## src/rtl/phy_tx_pkg.sv

```systemverilog
// Shared word width, default FIFO sizing and helpers for the TX word path.
// Imported by the FIFO top and its storage sub-module.
package phy_tx_pkg;

  localparam int WORD_W                  = 32;
  localparam int DEFAULT_DEPTH           = 8;
  localparam int DEFAULT_ALMOST_FULL_TH  = 6;
  localparam int DEFAULT_ALMOST_EMPTY_TH = 2;

  typedef logic [WORD_W-1:0] word_t;

  // Accepted-operation classes; their bit patterns match {push_ok, pop_ok}.
  typedef enum logic [1:0] {
    OP_IDLE = 2'b00,
    OP_POP  = 2'b01,
    OP_PUSH = 2'b10,
    OP_BOTH = 2'b11
  } fifo_op_e;

  // Occupancy needs one more bit than a pointer so that DEPTH itself fits.
  function automatic int count_width(input int depth);
    return $clog2(depth) + 1;
  endfunction

endpackage

```

## src/rtl/fifo_mem.sv

```systemverilog
// Word storage for tx_word_fifo: one registered write port, one asynchronous read port.
// Contents are deliberately not reset; the top never reads an unwritten entry.
module fifo_mem
  import phy_tx_pkg::*;
#(
  parameter int DEPTH = DEFAULT_DEPTH,
  parameter int AW    = $clog2(DEFAULT_DEPTH)
) (
  input  logic          clk_2f,
  input  logic          wr_en,
  input  logic [AW-1:0] wr_addr,
  input  word_t         wr_data,
  input  logic [AW-1:0] rd_addr,
  output word_t         rd_data
);

  word_t mem_q [DEPTH];

  always_ff @(posedge clk_2f) begin
    if (wr_en) begin
      mem_q[wr_addr] <= wr_data;
    end
  end

  assign rd_data = mem_q[rd_addr];

endmodule

```

## src/rtl/tx_word_fifo.sv

```systemverilog
// Circular word FIFO feeding the byte striper: registered 1-cycle read, occupancy flags,
// and a sticky overflow indicator. Synchronous active-low reset.
module tx_word_fifo
  import phy_tx_pkg::*;
#(
  parameter int DEPTH           = DEFAULT_DEPTH,
  parameter int ALMOST_FULL_TH  = DEFAULT_ALMOST_FULL_TH,
  parameter int ALMOST_EMPTY_TH = DEFAULT_ALMOST_EMPTY_TH
) (
  input  logic                          clk_2f,
  input  logic                          reset_L,
  input  logic [WORD_W-1:0]             data_in,
  input  logic                          push,
  input  logic                          pop,
  output logic [WORD_W-1:0]             data_out,
  output logic                          valid_out,
  output logic                          full,
  output logic                          empty,
  output logic                          almost_full,
  output logic                          almost_empty,
  output logic [count_width(DEPTH)-1:0] count,
  output logic                          overflow_err
);

  localparam int AW = $clog2(DEPTH);
  localparam int CW = count_width(DEPTH);

  logic [AW-1:0] wr_ptr_q, wr_ptr_d;
  logic [AW-1:0] rd_ptr_q, rd_ptr_d;
  logic [CW-1:0] count_q, count_d;
  word_t         data_out_q, data_out_d;
  logic          valid_out_q, valid_out_d;
  logic          overflow_q, overflow_d;

  logic     push_ok;
  logic     pop_ok;
  word_t    rd_data;
  fifo_op_e op;

  fifo_mem #(
    .DEPTH (DEPTH),
    .AW    (AW)
  ) u_mem (
    .clk_2f  (clk_2f),
    .wr_en   (push_ok),
    .wr_addr (wr_ptr_q),
    .wr_data (data_in),
    .rd_addr (rd_ptr_q),
    .rd_data (rd_data)
  );

  assign full         = (count_q == CW'(DEPTH));
  assign empty        = (count_q == '0);
  assign almost_full  = (count_q >= CW'(ALMOST_FULL_TH));
  assign almost_empty = (count_q <= CW'(ALMOST_EMPTY_TH));

  // A push at full is still accepted when a pop frees the head slot on the same edge.
  // On an empty FIFO the pop is refused, so push+pop simply stores the word (no bypass).
  assign push_ok = push && (!full || pop);
  assign pop_ok  = pop && !empty;
  assign op      = fifo_op_e'({push_ok, pop_ok});

  always_comb begin
    wr_ptr_d    = wr_ptr_q;
    rd_ptr_d    = rd_ptr_q;
    count_d     = count_q;
    data_out_d  = '0;
    valid_out_d = 1'b0;
    overflow_d  = overflow_q || (push && full && !pop);

    unique case (op)
      OP_PUSH: begin
        wr_ptr_d = wr_ptr_q + AW'(1);
        count_d  = count_q + CW'(1);
      end
      OP_POP: begin
        rd_ptr_d = rd_ptr_q + AW'(1);
        count_d  = count_q - CW'(1);
      end
      OP_BOTH: begin
        wr_ptr_d = wr_ptr_q + AW'(1);
        rd_ptr_d = rd_ptr_q + AW'(1);
      end
      default: ;
    endcase

    if (pop_ok) begin
      data_out_d  = rd_data;
      valid_out_d = 1'b1;
    end
  end

  always_ff @(posedge clk_2f) begin
    if (!reset_L) begin
      wr_ptr_q    <= '0;
      rd_ptr_q    <= '0;
      count_q     <= '0;
      data_out_q  <= '0;
      valid_out_q <= 1'b0;
      overflow_q  <= 1'b0;
    end else begin
      wr_ptr_q    <= wr_ptr_d;
      rd_ptr_q    <= rd_ptr_d;
      count_q     <= count_d;
      data_out_q  <= data_out_d;
      valid_out_q <= valid_out_d;
      overflow_q  <= overflow_d;
    end
  end

  assign data_out     = data_out_q;
  assign valid_out    = valid_out_q;
  assign count        = count_q;
  assign overflow_err = overflow_q;

endmodule

```

## config.mk

```make
export PLATFORM = sky130hd
export DESIGN_NAME = tx_word_fifo
export DESIGN_NICKNAME = d
export VERILOG_FILES = /design/src/rtl/phy_tx_pkg.sv /design/src/rtl/fifo_mem.sv /design/src/rtl/tx_word_fifo.sv
export SDC_FILE = /design/constraint.sdc
export NUM_CORES = 1
export LEC_CHECK = 0
export ABC_AREA = 1
export CAP_MARGIN = 40
export CORE_UTILIZATION = 40
export DETAILED_ROUTE_END_ITERATION = 8
export DONT_BUFFER_PORTS = 1
export GPL_TIMING_DRIVEN = 0
export HOLD_SLACK_MARGIN = 0.15
export PLACE_DENSITY_LB_ADDON = 0.08
export SLEW_MARGIN = 20
export SYNTH_ARGS = -nofsm -noshare
export SYNTH_HDL_FRONTEND = slang
export SYNTH_SLANG_ARGS = --single-unit
```

## constraint.sdc

```tcl
create_clock -name clk_2f -period 2.5 [get_ports clk_2f]
set_input_delay 0.25 -clock clk_2f [delete_from_list [all_inputs] [get_ports clk_2f]]
set_output_delay 0.25 -clock clk_2f [all_outputs]
set_load 0.01 [all_outputs]
```

==> impl_metrics.ini <==
[run_status]
run_status = finished, final reports clean

[setup_path]
critPathSlowestCell = dfxtp_1
cp-startpoint = count[3]$_SDFFE_PN0P_
r2r_end = count[2]$_SDFFE_PN0P_
critPathMaxStageDelay_ns = 0.47
ff2ff_path_depth = 13
end_kind = register
worstPathCellList = inv_1, nor4_4, nand2_1, nand2_4, ha_1, nand2_1, inv_1, nor2_1, ha_1, a21oi_1, xnor2_1, o21ai_0, inv_1
r2r_setup_slack_ns = 0.26
required_ns = 2.90
crit_top_cell = inv_1
critPathBufInv = 3
crit_arrival_ns = 2.64
worstSetupStartpointType = register
r2r-start = count[3]$_SDFFE_PN0P_
critical-path-top-delay-family = simple AND/OR/NAND/NOR gates
worstPathMaxFanout = 4
crit_type = register to register

[power_and_ir_drop]
power_density_nw_per_um2 = 1040
power_frac_clock_pct = 33.1
swShare_pct = 30.7
leakage_nw = 4.65
power_frac_comb_pct = 23.0
ir_drop_mv = 0.564
finalPower_w = 0.0142
p_sw_w = 0.00437
p_int_w = 0.00984
seqPwrFrac_pct = 43.9

[grt]
use_met1_pct = 26.9
use_met2_pct = 31.9
antenna_found_initial = 0
grtUsageTotal_pct = 19.6
grt_pass1_wl_microns = 41900
globalRouteOverflowTotal = 0
grt_busiest_layer = met2
grt_max_degree = 21
grt.met3_usage_pct = 3.27
grt_pass1_vias = 6851

[logic_synthesis]
netlist_instances = 898
ys_seq_area_share_pct = 74.7
synth_top_area_share_pct = 67.0
synth_top_cell_by_area = edfxtp_1
yosys_warnings = 0
synth_area_sq_um = 11500
yosysUniqueCellTypes = 26
synth_area_leaders = edfxtp_1 67%, nor2_1 7.7%, dfxtp_1 7.7%, o21ai_0 5.5%, o211ai_1 2.0%
syn_nets = 941
syn_area_per_cell_sq_um = 12.8
synth-seq-cells = 300

[timing]
fin_crit_sh_pct = 89.6
tightest_slew_ns = 0.710
period_minus_slack_ns = 2.24
skew_ns = 0.0123
slew_headroom_pct = 52.7
hold_violations = 0
setup_tns_ns = 0
grt_setup_unrepaired = no
setup_viol = 0
fmax_ghz = 0.446
drv_slew = 0

[clocking]
cts_sinks = 300
clockBufferDepth = 3
cts_htree_levels = 2
cts_tree = built
cts-root-buf = clkbuf_16
numCtsBuffers = 34
worstSkewPairLatency_ns = 0.51
path_clk_slew_ns = 0.05

[layout]
drive_above_1_share_pct = 10.8
area_growth_pct = 19.3
nFillCells = 2527
final_area_sq_um = 13700
antenna_cells = 0
final_cell_mix = 256 x edfxtp_1, 227 x nor2_1, 125 x o21ai_0, 45 x nand2_1, 44 x dfxtp_1
utilization_pct = 48.9
layout_commonest_cell = edfxtp_1
fin_nets = 1023

[die]
core-area_sq_um = 28000
die_x_microns = 171
initial_core_util_pct = 41.0
io_pins = 78
row_count = 61
die_height_microns = 171
fp.dieArea_sq_um = 29400

[place]
globalplace.congestion = 0.699
io_buffers = 0
dp_hpwl_microns = 17300
dpl_cell_area_sq_um = 12200

[routing]
num_vias = 6985
avgViaCountPerCell = 5.05
drt-initial-drc-count = 461
routedWlPerCell_microns = 19.8
wl_microns = 27400
drc = 0
antenna_left = 0
first_pass_iters = 5

[worst_hold_path]
hold-path-endpoint = wr_ptr_q[1]$_SDFFE_PN0P_
hp-start = push
hold_path_depth = 6
min_path_type = primary input to register

[flow_run]
cap_violations = 0
[synthesized netlist by cell type]
cell / count
nor4_4: 1
ha_1: 7
nor2_8: 1
nand2_1: 45
nor2_2: 3
inv_1: 23
clkbuf_1: 14
nand2_2: 2
nand2_4: 1
dfxtp_1: 44
a21oi_1: 12
o211ai_2: 1
buf_2: 17
edfxtp_1: 256
o21ai_1: 14
nand3_1: 11
o21ai_0: 125
clkbuf_2: 2
buf_6: 12
nor2_1: 235
xnor2_1: 2
buf_4: 4
o211ai_1: 31
o22ai_1: 32
inv_2: 1
buf_1: 2
[worst reg2reg max path: stages (launching register included)]
cell	delay, ns
dfxtp_1	0.47
inv_1	0.14
nor4_4	0.27
nand2_1	0.15
nand2_4	0.10
ha_1	0.21
nand2_1	0.07
inv_1	0.08
nor2_1	0.05
ha_1	0.17
a21oi_1	0.14
xnor2_1	0.08
o21ai_0	0.14
inv_1	0.06
[how the worst max path moves through the flow]
stage / endpoint / slack (ns) / depth (start not counted)
2_1_floorplan: u_mem.mem_q[0][0]$_DFFE_PP_ / -0.1 / 4
3_3_place_gp: u_mem.mem_q[3][5]$_DFFE_PP_ / -1.64 / 4
6_report: count[2]$_SDFFE_PN0P_ / 0.26 / 13
4_1_cts: count[2]$_SDFFE_PN0P_ / 0.17 / 13
3_5_place_dp: count[2]$_SDFFE_PN0P_ / -0.16 / 13
5_1_grt: count[2]$_SDFFE_PN0P_ / 0.04 / 13
[layer usage]
metal / part of all wire, % / wire length (microns) / up-vias
met5: 0 / 0 / -
met4: 1.4 / 374 / 0
met3: 4.7 / 1300 / 29
met2: 48 / 13300 / 164
met1: 45 / 12400 / 3409
li1: - / - / 3383
[cells by family after synthesis]
logic type / share of synthesized area, %
compound gates: 10.5
simple gates: 10.4
flops: 74.7
buf+inv: 3.58
fa+ha+maj: 0.763
xor+xnor: 0.153
[metrics by stage]
stage	setup WS [ns]	hold slack, ns	std cells
2_1_floorplan	-0.0974	0.349	898
3_3_place_gp	-1.64	0.349	1276
3_5_place_dp	-0.163	0.349	1285
4_1_cts	0.170	0.323	1383
5_1_grt	0.0400	0.394	1383
6_report	0.260	0.354	1383
[registers in the layout, summed over array words and instances (netlist names)]
register and cells:
u_mem.mem_q 256, data_out 32, count 4, rd_ptr_q 3, wr_ptr_q 3, overflow_err 1
valid_out 1
[area by class of cell]
cell class / instances / area, sq um / share of cell area (%)
buffer: 51 / 320 / 2.34
clock buffer: 55 / 1030 / 7.55
clock inverter: 6 / 27.5 / 0.201
inverter: 24 / 90.1 / 0.658
multi-input combinational: 523 / 2560 / 18.7
sequential: 300 / 8570 / 62.6
tap: 378 / 473 / 3.46
timing repair buffer: 46 / 611 / 4.46
[what timing repair did]
| item | in CTS | in global routing |
|---|---|---|
| hold buffers | 35 | 0 |
| resized for setup | 1 | 0 |
| endpoints found under the hold margin | 271 | 0 |
| setup endpoints to repair | 2 | 1 |
| pin swaps | 1 | 1 |
| setup buffers | 2 | 0 |
[power groups by stage]
stage / Sequential [W] / Clock [W] / Combinational (W)
CTS: 0.00625 / 0.00481 / 0.00334
global route: 0.00629 / 0.00500 / 0.00369
floorplan: 0.00631 / 0 / 0.00208
detailed placement: 0.00635 / 0 / 0.00321
global placement: 0.00638 / 0 / 0.00307
finish: 0.00624 / 0.00470 / 0.00326
No activity file was read; power rests on OpenSTA's default activity.
